## src/rtl/r_ptr_empty.sv

```systemverilog
// rtl/r_ptr_empty.sv - FIFO read pointer, write-pointer sync, empty/level/underflow (optional R_ALMOST_EMPTY_EN)
module r_ptr_empty #(
    parameter int ADDR_WIDTH = 5
`ifdef R_ALMOST_EMPTY_EN
    ,
    parameter int AE_THRESH = 4
`endif
) (
    input  logic                  rclk,
    input  logic                  rrst,
    input  logic                  r_en,
    input  logic [ADDR_WIDTH:0]   g_wptr,
    output logic [ADDR_WIDTH:0]   b_rptr,
    output logic [ADDR_WIDTH:0]   g_rptr,
    output logic                  empty,
    output logic [ADDR_WIDTH:0]   rlevel,
    output logic                  underflow
`ifdef R_ALMOST_EMPTY_EN
    ,
    output logic                  almost_empty
`endif
);

    localparam int PW = ADDR_WIDTH + 1;

    logic [PW-1:0] wq1;
    logic [PW-1:0] wq2;
    logic [PW-1:0] b_wsync;
    logic [PW-1:0] b_next;
    logic [PW-1:0] g_next;
    logic [PW-1:0] level_next;
    logic          rd;

    // Each binary bit is the parity of all Gray bits at or above it.
    always_comb begin
        b_wsync = '0;
        for (int i = 0; i < PW; i++) begin
            b_wsync[i] = ^(wq2 >> i);
        end
    end

    assign rd         = r_en & ~empty;
    assign b_next     = b_rptr + {{ADDR_WIDTH{1'b0}}, rd};
    assign g_next     = b_next ^ (b_next >> 1);
    assign level_next = b_wsync - b_next;

    always_ff @(posedge rclk) begin
        if (rrst) begin
            wq1       <= '0;
            wq2       <= '0;
            b_rptr    <= '0;
            g_rptr    <= '0;
            empty     <= 1'b1;
            rlevel    <= '0;
            underflow <= 1'b0;
        end else begin
            wq1       <= g_wptr;
            wq2       <= wq1;
            b_rptr    <= b_next;
            g_rptr    <= g_next;
            // Compare against the older wq2 so a stale write pointer can only keep us empty.
            empty     <= (g_next == wq2);
            rlevel    <= level_next;
            underflow <= r_en & empty;
        end
    end

`ifdef R_ALMOST_EMPTY_EN
    localparam logic [PW-1:0] AE_T = AE_THRESH[PW-1:0];

    always_ff @(posedge rclk) begin
        if (rrst) begin
            almost_empty <= 1'b1;
        end else begin
            almost_empty <= (level_next <= AE_T);
        end
    end
`endif

endmodule

```

## config.mk

```make
export PLATFORM = sky130hd
export DESIGN_NAME = r_ptr_empty
export DESIGN_NICKNAME = d
export VERILOG_FILES = /design/src/rtl/r_ptr_empty.sv
export SDC_FILE = /design/constraint.sdc
export NUM_CORES = 1
export LEC_CHECK = 0
export ABC_AREA = 1
export CAP_MARGIN = 20
export CORE_MARGIN = 2
export CORE_UTILIZATION = 50
export DETAILED_ROUTE_END_ITERATION = 8
export PLACE_DENSITY = 0.8
export RECOVER_POWER = 50
export SLEW_MARGIN = 20
export SYNTH_ARGS = -nofsm -noshare
export SYNTH_HDL_FRONTEND = slang
export SYNTH_SLANG_ARGS = --single-unit
```

## constraint.sdc

```tcl
create_clock -name rclk -period 2.85 [get_ports rclk]
set_clock_uncertainty 0.05 [all_clocks]
set_input_delay 0.7125 -clock rclk [delete_from_list [all_inputs] [get_ports rclk]]
set_output_delay 0.7125 -clock rclk [all_outputs]
set_load 0.05 [all_outputs]
```

==> results of run 1 <==
-- per-stage QoR --
stage	setup slack (ns)	utilization [%]	hold slack, ns
floorplan	0.409	-	0.338
global placement	-0.0418	65.4	0.339
detailed placement	-0.104	65.4	0.344
CTS	0.264	67.9	0.357
global route	0.0549	66.7	0.368
finish	0.266	66.7	0.356
-- cell families (layout without fill, tap and decap cells) --
group / Yosys count / count (layout) / synth area share, %
AO/OA/AOI/OAI: 9 / 9 / 3.35
XOR/XNOR: 8 / 8 / 5.32
adder cells (fa/ha/maj): 6 / 6 / 5.67
buffers and inverters: 42 / 80 / 11.1
flip-flops: 31 / 31 / 42.6
AND/OR/NAND/NOR: 105 / 105 / 32.0
-- final cells by class --
cell class | count | area share, %
repair buffers | 34 | 17.1
flip-flops and latches | 31 | 33.8
clock buffers | 8 | 3.74
multi-input cells | 128 | 35.5
inverters | 38 | 7.76
well taps | 31 | 2.11
-- layout by cell type, fill, tap and decap left out, drive strengths merged --
cell type | netlist | layout
a21o | 1 | 1
a21oi | 5 | 5
a31oi | 1 | 1
and2 | 1 | 1
buf | 1 | 3
clkbuf | 3 | 11
clkdlybuf4s50 | 0 | 24
dfxtp | 31 | 31
dlygate4sd3 | 0 | 4
fa | 1 | 1
ha | 5 | 5
inv | 38 | 38
nand2 | 56 | 56
nand3 | 14 | 14
nor2 | 34 | 34
o21ai | 2 | 2
xnor2 | 3 | 3
xor2 | 5 | 5
-- routing by layer --
metal,routed length (um),share of wire (%),up-vias
li1,-,-,668
met1,1110,46,521
met2,1080,45,30
met3,126,5.3,10
met4,73,3.1,0
met5,0,0,-
-- power breakdown --
group / internal (uW) / switching [uW]
registers: 465 / 11.8
clock network: 145 / 139
logic: 107 / 176
-- registers in the layout, indices dropped and copies added, names as in the netlist --
| signal | count |
|---|---|
| wq1 | 6 |
| underflow | 1 |
| wq2 | 6 |
| b_rptr | 6 |
| rlevel | 6 |
| empty | 1 |
| g_rptr | 5 |
-- worst max-delay path by stage --
| stage | from | to | slack [ns] | cells after the start |
|---|---|---|---|---|
| after floorplan | r_en | rlevel[5]$_SDFF_PP0_ | 0.41 | 13 |
| after global placement | r_en | rlevel[5]$_SDFF_PP0_ | -0.04 | 14 |
| after detailed placement | r_en | rlevel[5]$_SDFF_PP0_ | -0.10 | 14 |
| after CTS | r_en | rlevel[5]$_SDFF_PP0_ | 0.26 | 14 |
| after global routing | r_en | rlevel[5]$_SDFF_PP0_ | 0.05 | 14 |
| final | r_en | rlevel[5]$_SDFF_PP0_ | 0.27 | 14 |
-- critical path, cell delays in order --
cell and delay (ns):
clkdlybuf4s50_1 0.42, inv_1 0.06, nor2_1 0.04, ha_1 0.19, ha_1 0.34, inv_1 0.09
ha_1 0.29, a21o_1 0.17, nand2_1 0.08, nand2_1 0.05, nand2_1 0.08, nand2_1 0.07
a21oi_1 0.12, nor2_1 0.06
==> impl_metrics.tcl, run 1 <==
set metrics [dict create \
    leakage_uw 0.000903 \
    synth_edf_count 0 \
    crit_fanout 3 \
    coreArea_mm2 0.00276 \
    yosys_warnings 0 \
    grt_max_degree 17 \
    ir_drop_mv 0.455 \
    end_kind "flop" \
    use_met2_pct 25.8 \
    cts.repair.resized 0 \
    gp_congestion 0.810 \
    setup_tns_ns 0 \
    yosysTopAreaCell "dfxtp_1" \
    clock_path_buffers 2 \
    criticalPathCategory "in2reg" \
    status "finished clean" \
    cts_tree "done" \
    fin_nets 253 \
    ff2ff_setup_slack_ns 0.47 \
    track_usage_pct 17.1 \
    initial_utilization_pct 52.9 \
    rr_endpoint "rlevel[4]$_SDFF_PP0_" \
    yosysTopAreaCellShare_pct 42.6 \
    multi_input_area_um2 653 \
    die_h_um 58.0 \
    ys_ff_latch 31 \
    grt_overflow_total 0 \
    min_delay_worst_endpoint "wq2[4]$_SDFF_PP0_" \
    cts_max_level 2 \
    wirelength_um 2390 \
    hold_path.class "reg2reg" \
    grt_pass1_vias 1063 \
    rows 19 \
    synthFlopType "dfxtp_1" \
    holdCritStartpoint "wq1[4]$_SDFF_PP0_" \
    final-seq-area_um2 621 \
    via_per_inst 4.55 \
    fillers 248 \
    clkSlewWorstSetupHoldPaths_ns 0.08 \
    detail-route-antenna-nets 0 \
    drtPass1Iterations 4 \
    post-dp-hpwl_um 1870 \
    diodes 0 \
    detail_route.wl_per_cell_um 8.86 \
    antenna_found_initial 0 \
    syn2layout_area_growth_pct 26.1 \
    synth_nets 216 \
    netlist_area_mm2 0.00146 \
    portBuffers 28 \
    synthTopCellsByCount "nand2_1, inv_1, dfxtp_1, nor2_1, nand3_1" \
    placedCellCount 262 \
    cts_buffers 5 \
    fin_cells 270 \
    top_usage_layer "met2" \
    hold_viol 0 \
    grt_pass1_wl_um 4280 \
    maxSlewViolCount 0 \
    powerDensity_mw_per_mm2 568 \
    postCtsHoldBufs 0 \
    ios 29 \
    synth_most_common_cell "nand2_1" \
    total_power_uw 1040 \
    synthTopCellsByArea "dfxtp_1, nand2_1, inv_1" \
    place_area_mm2 0.00180 \
    slew_headroom_pct 57.1 \
    stdcell_area_mm2 0.00184 \
    worst_slew_pin_slew_ns 0.644 \
    setup_viol 0 \
    fmax_ghz 0.387 \
    yosysSeqAreaShare_pct 42.6 \
    maxCapViolCount 0 \
    drt-initial-drc-count 30 \
    critPathArrivalTime_ns 2.76 \
    syn_avg_cell_area_um2 7.25 \
    min_period_ns 2.58 \
    ys_types 23 \
    die-width_um 58.0 \
    grt_use_met3_pct 6.70 \
    clock-sinks 31 \
    fin_crit_sh_pct 90.7 \
    met1_usage_pct 20.7 \
    rsz0062_at_grt "false" \
    drive_gt1_share_pct 10.9 \
    holdPathStages 2 \
    insertion_delay_ns 0.33 \
    syn_inst 201 \
    synthArstFlopShare_pct 0 \
    startpoint_type "primary input" \
    cts_setup_buffers 0 \
    drc 0 \
    crit-reg2reg-launch "wq2[3]$_SDFF_PP0_" \
    dieArea_mm2 0.00336 \
    worstPathRequired_ns 3.03 \
    cts_root_buf "clkbuf_4" \
    routed-via-count 1229 \
    reg2reg_depth 14 \
]
No activity file was read; power rests on OpenSTA's default activity.
==> run 2: changes to the inputs <==
- CORE_MARGIN: 2 -> not set
- CORE_UTILIZATION: 50 -> 53
- CTS_BUF_LIST: not set -> sky130_fd_sc_hd__clkbuf_8
- HOLD_SLACK_MARGIN: not set -> 0.05
- PLACE_DENSITY: 0.8 -> 0.84
==> run 2 against run 1 <==
First-iteration DRC count decreased by 47%; sequential cell count unchanged; worst setup slack got worse by 0.041 ns; global-route usage increased by 2.6 points; sequential power about the same; worst hold slack got worse by 0.0061 ns; maximum frequency decreased by 1.6%; critical path type unchanged; largest cell class unchanged; die area decreased by 12%; final area increased by 0.41%; highest routed layer unchanged.
==> impl_metrics.tcl, run 2 (synthesized netlist as in run 1, its figures left out) <==
set metrics [dict create \
    drt-initial-drc-count 16 \
    place_ws_ns -0.0631 \
    grt_pass1_wl_um 3910 \
    leakage_uw 0.000920 \
    detail_route.wl_per_cell_um 9.15 \
    criticalPathCategory "in2reg" \
    post-dp-hpwl_um 1920 \
    rows 18 \
    setup_viol 0 \
    critPathArrivalTime_ns 2.75 \
    grt_overflow_total 0 \
    min_period_ns 2.63 \
    routed-via-count 1210 \
    wirelength_um 2450 \
    drtPass1Iterations 4 \
    placedCellCount 260 \
    die-width_um 54.4 \
    cts_buffers 5 \
    fin_crit_sh_pct 92.1 \
    end_kind "flop" \
    track_usage_pct 19.7 \
    ir_drop_mv 0.454 \
    crit_fanout 4 \
    diodes 0 \
    final_util_pct 72.5 \
    status "finished clean" \
    fin_cells 268 \
    hold_viol 0 \
    slew_headroom_pct 57.4 \
    final_common_cell "nand2_1" \
    startpoint_type "primary input" \
    gp_congestion 0.860 \
    powerDensity_mw_per_mm2 580 \
    via_per_inst 4.51 \
    cts_root_buf "clkbuf_8" \
    setup_ws_ns 0.225 \
    drc 0 \
    cts.repair.resized 0 \
    setup_tns_ns 0 \
    clock_path_buffers 2 \
    cts_tree "done" \
    detail-route-antenna-nets 0 \
    crit-reg2reg-launch "wq2[3]$_SDFF_PP0_" \
    portBuffers 28 \
    cts_max_level 2 \
    insertion_delay_ns 0.28 \
    clkSlewWorstSetupHoldPaths_ns 0.06 \
    grt_pass1_vias 1016 \
    antenna_found_initial 0 \
    fin_nets 252 \
    drive_gt1_share_pct 10.9 \
    startpoint "r_en" \
    initial_utilization_pct 57.3 \
    maxSlewViolCount 0 \
    postCtsHoldBufs 0 \
    clock-sinks 31 \
    dieArea_mm2 0.00296 \
    coreArea_mm2 0.00254 \
    worst_slew_pin_slew_ns 0.640 \
    grt_max_degree 17 \
    final_cell_mix "nand2_1, inv_1, nor2_1" \
    syn2layout_area_growth_pct 26.6 \
    ios 29 \
    fmax_ghz 0.381 \
    fin_hold_ws_ns 0.350 \
    die_h_um 54.4 \
    worstPathRequired_ns 2.97 \
    holdCritStartpoint "wq1[3]$_SDFF_PP0_" \
    rsz0062_at_grt "false" \
    maxCapViolCount 0 \
    cts_setup_buffers 0 \
    hold_path.class "reg2reg" \
]
run 2: worst paths after layout:
kind	endpoint	slack (ns)	cells after the start
max	rlevel[4]$_SDFF_PP0_	0.22	12
min	wq2[3]$_SDFF_PP0_	0.35	2
max reg2reg	rlevel[4]$_SDFF_PP0_	0.49	14
min reg2reg	wq2[3]$_SDFF_PP0_	0.35	2
run 2: power by group:
part	switching, uW	internal (uW)	leakage (uW)
Clock	147	163	0.0000505
Sequential	12.2	466	0.000255
Combinational	177	105	0.000615
Total	336	734	0.000920
run 2: layout make-up:
class / count / area, um^2
Timing Repair Buffer: 33 / 310
Tap cell: 30 / 37.5
Clock inverter: 3 / 12.5
Fill cell: 217 / 699
Multi-Input combinational cell: 128 / 653
Sequential cell: 31 / 621
Clock buffer: 5 / 68.8
Inverter: 38 / 143
run 2: critical path, cell delays in order:
cell and delay, ns:
clkdlybuf4s50_1 0.42, inv_1 0.06, nor2_1 0.04, ha_1 0.19, ha_1 0.34, inv_1 0.07, buf_4 0.15, fa_1 0.46
nand3_1 0.13, nand3_1 0.07, nand2_1 0.06, nor2_1 0.04
run 2: stage by stage:
| step | total power [uW] | cell area [um^2] |
|---|---|---|
| final | 1070 | 1850 |
| after global routing | 1120 | 1850 |
| after CTS | 1090 | 1880 |
| after detailed placement | 775 | 1790 |
| after global placement | 770 | 1790 |
| after floorplan | 686 | 1460 |
run 2: routing by layer:
layer	up-vias	GRT usage, %	share of wire, %
met2	22	33.9	47
li1	669	-	-
met5	-	0	0
met4	0	15.4	2.4
met1	514	19.6	47
met3	5	5.83	3.3
==> run 3: changes to the inputs <==
- HOLD_SLACK_MARGIN: 0.05 -> 0.08
==> results of run 3 <==
Final layout, timing and power as in run 2 (identical DEF).
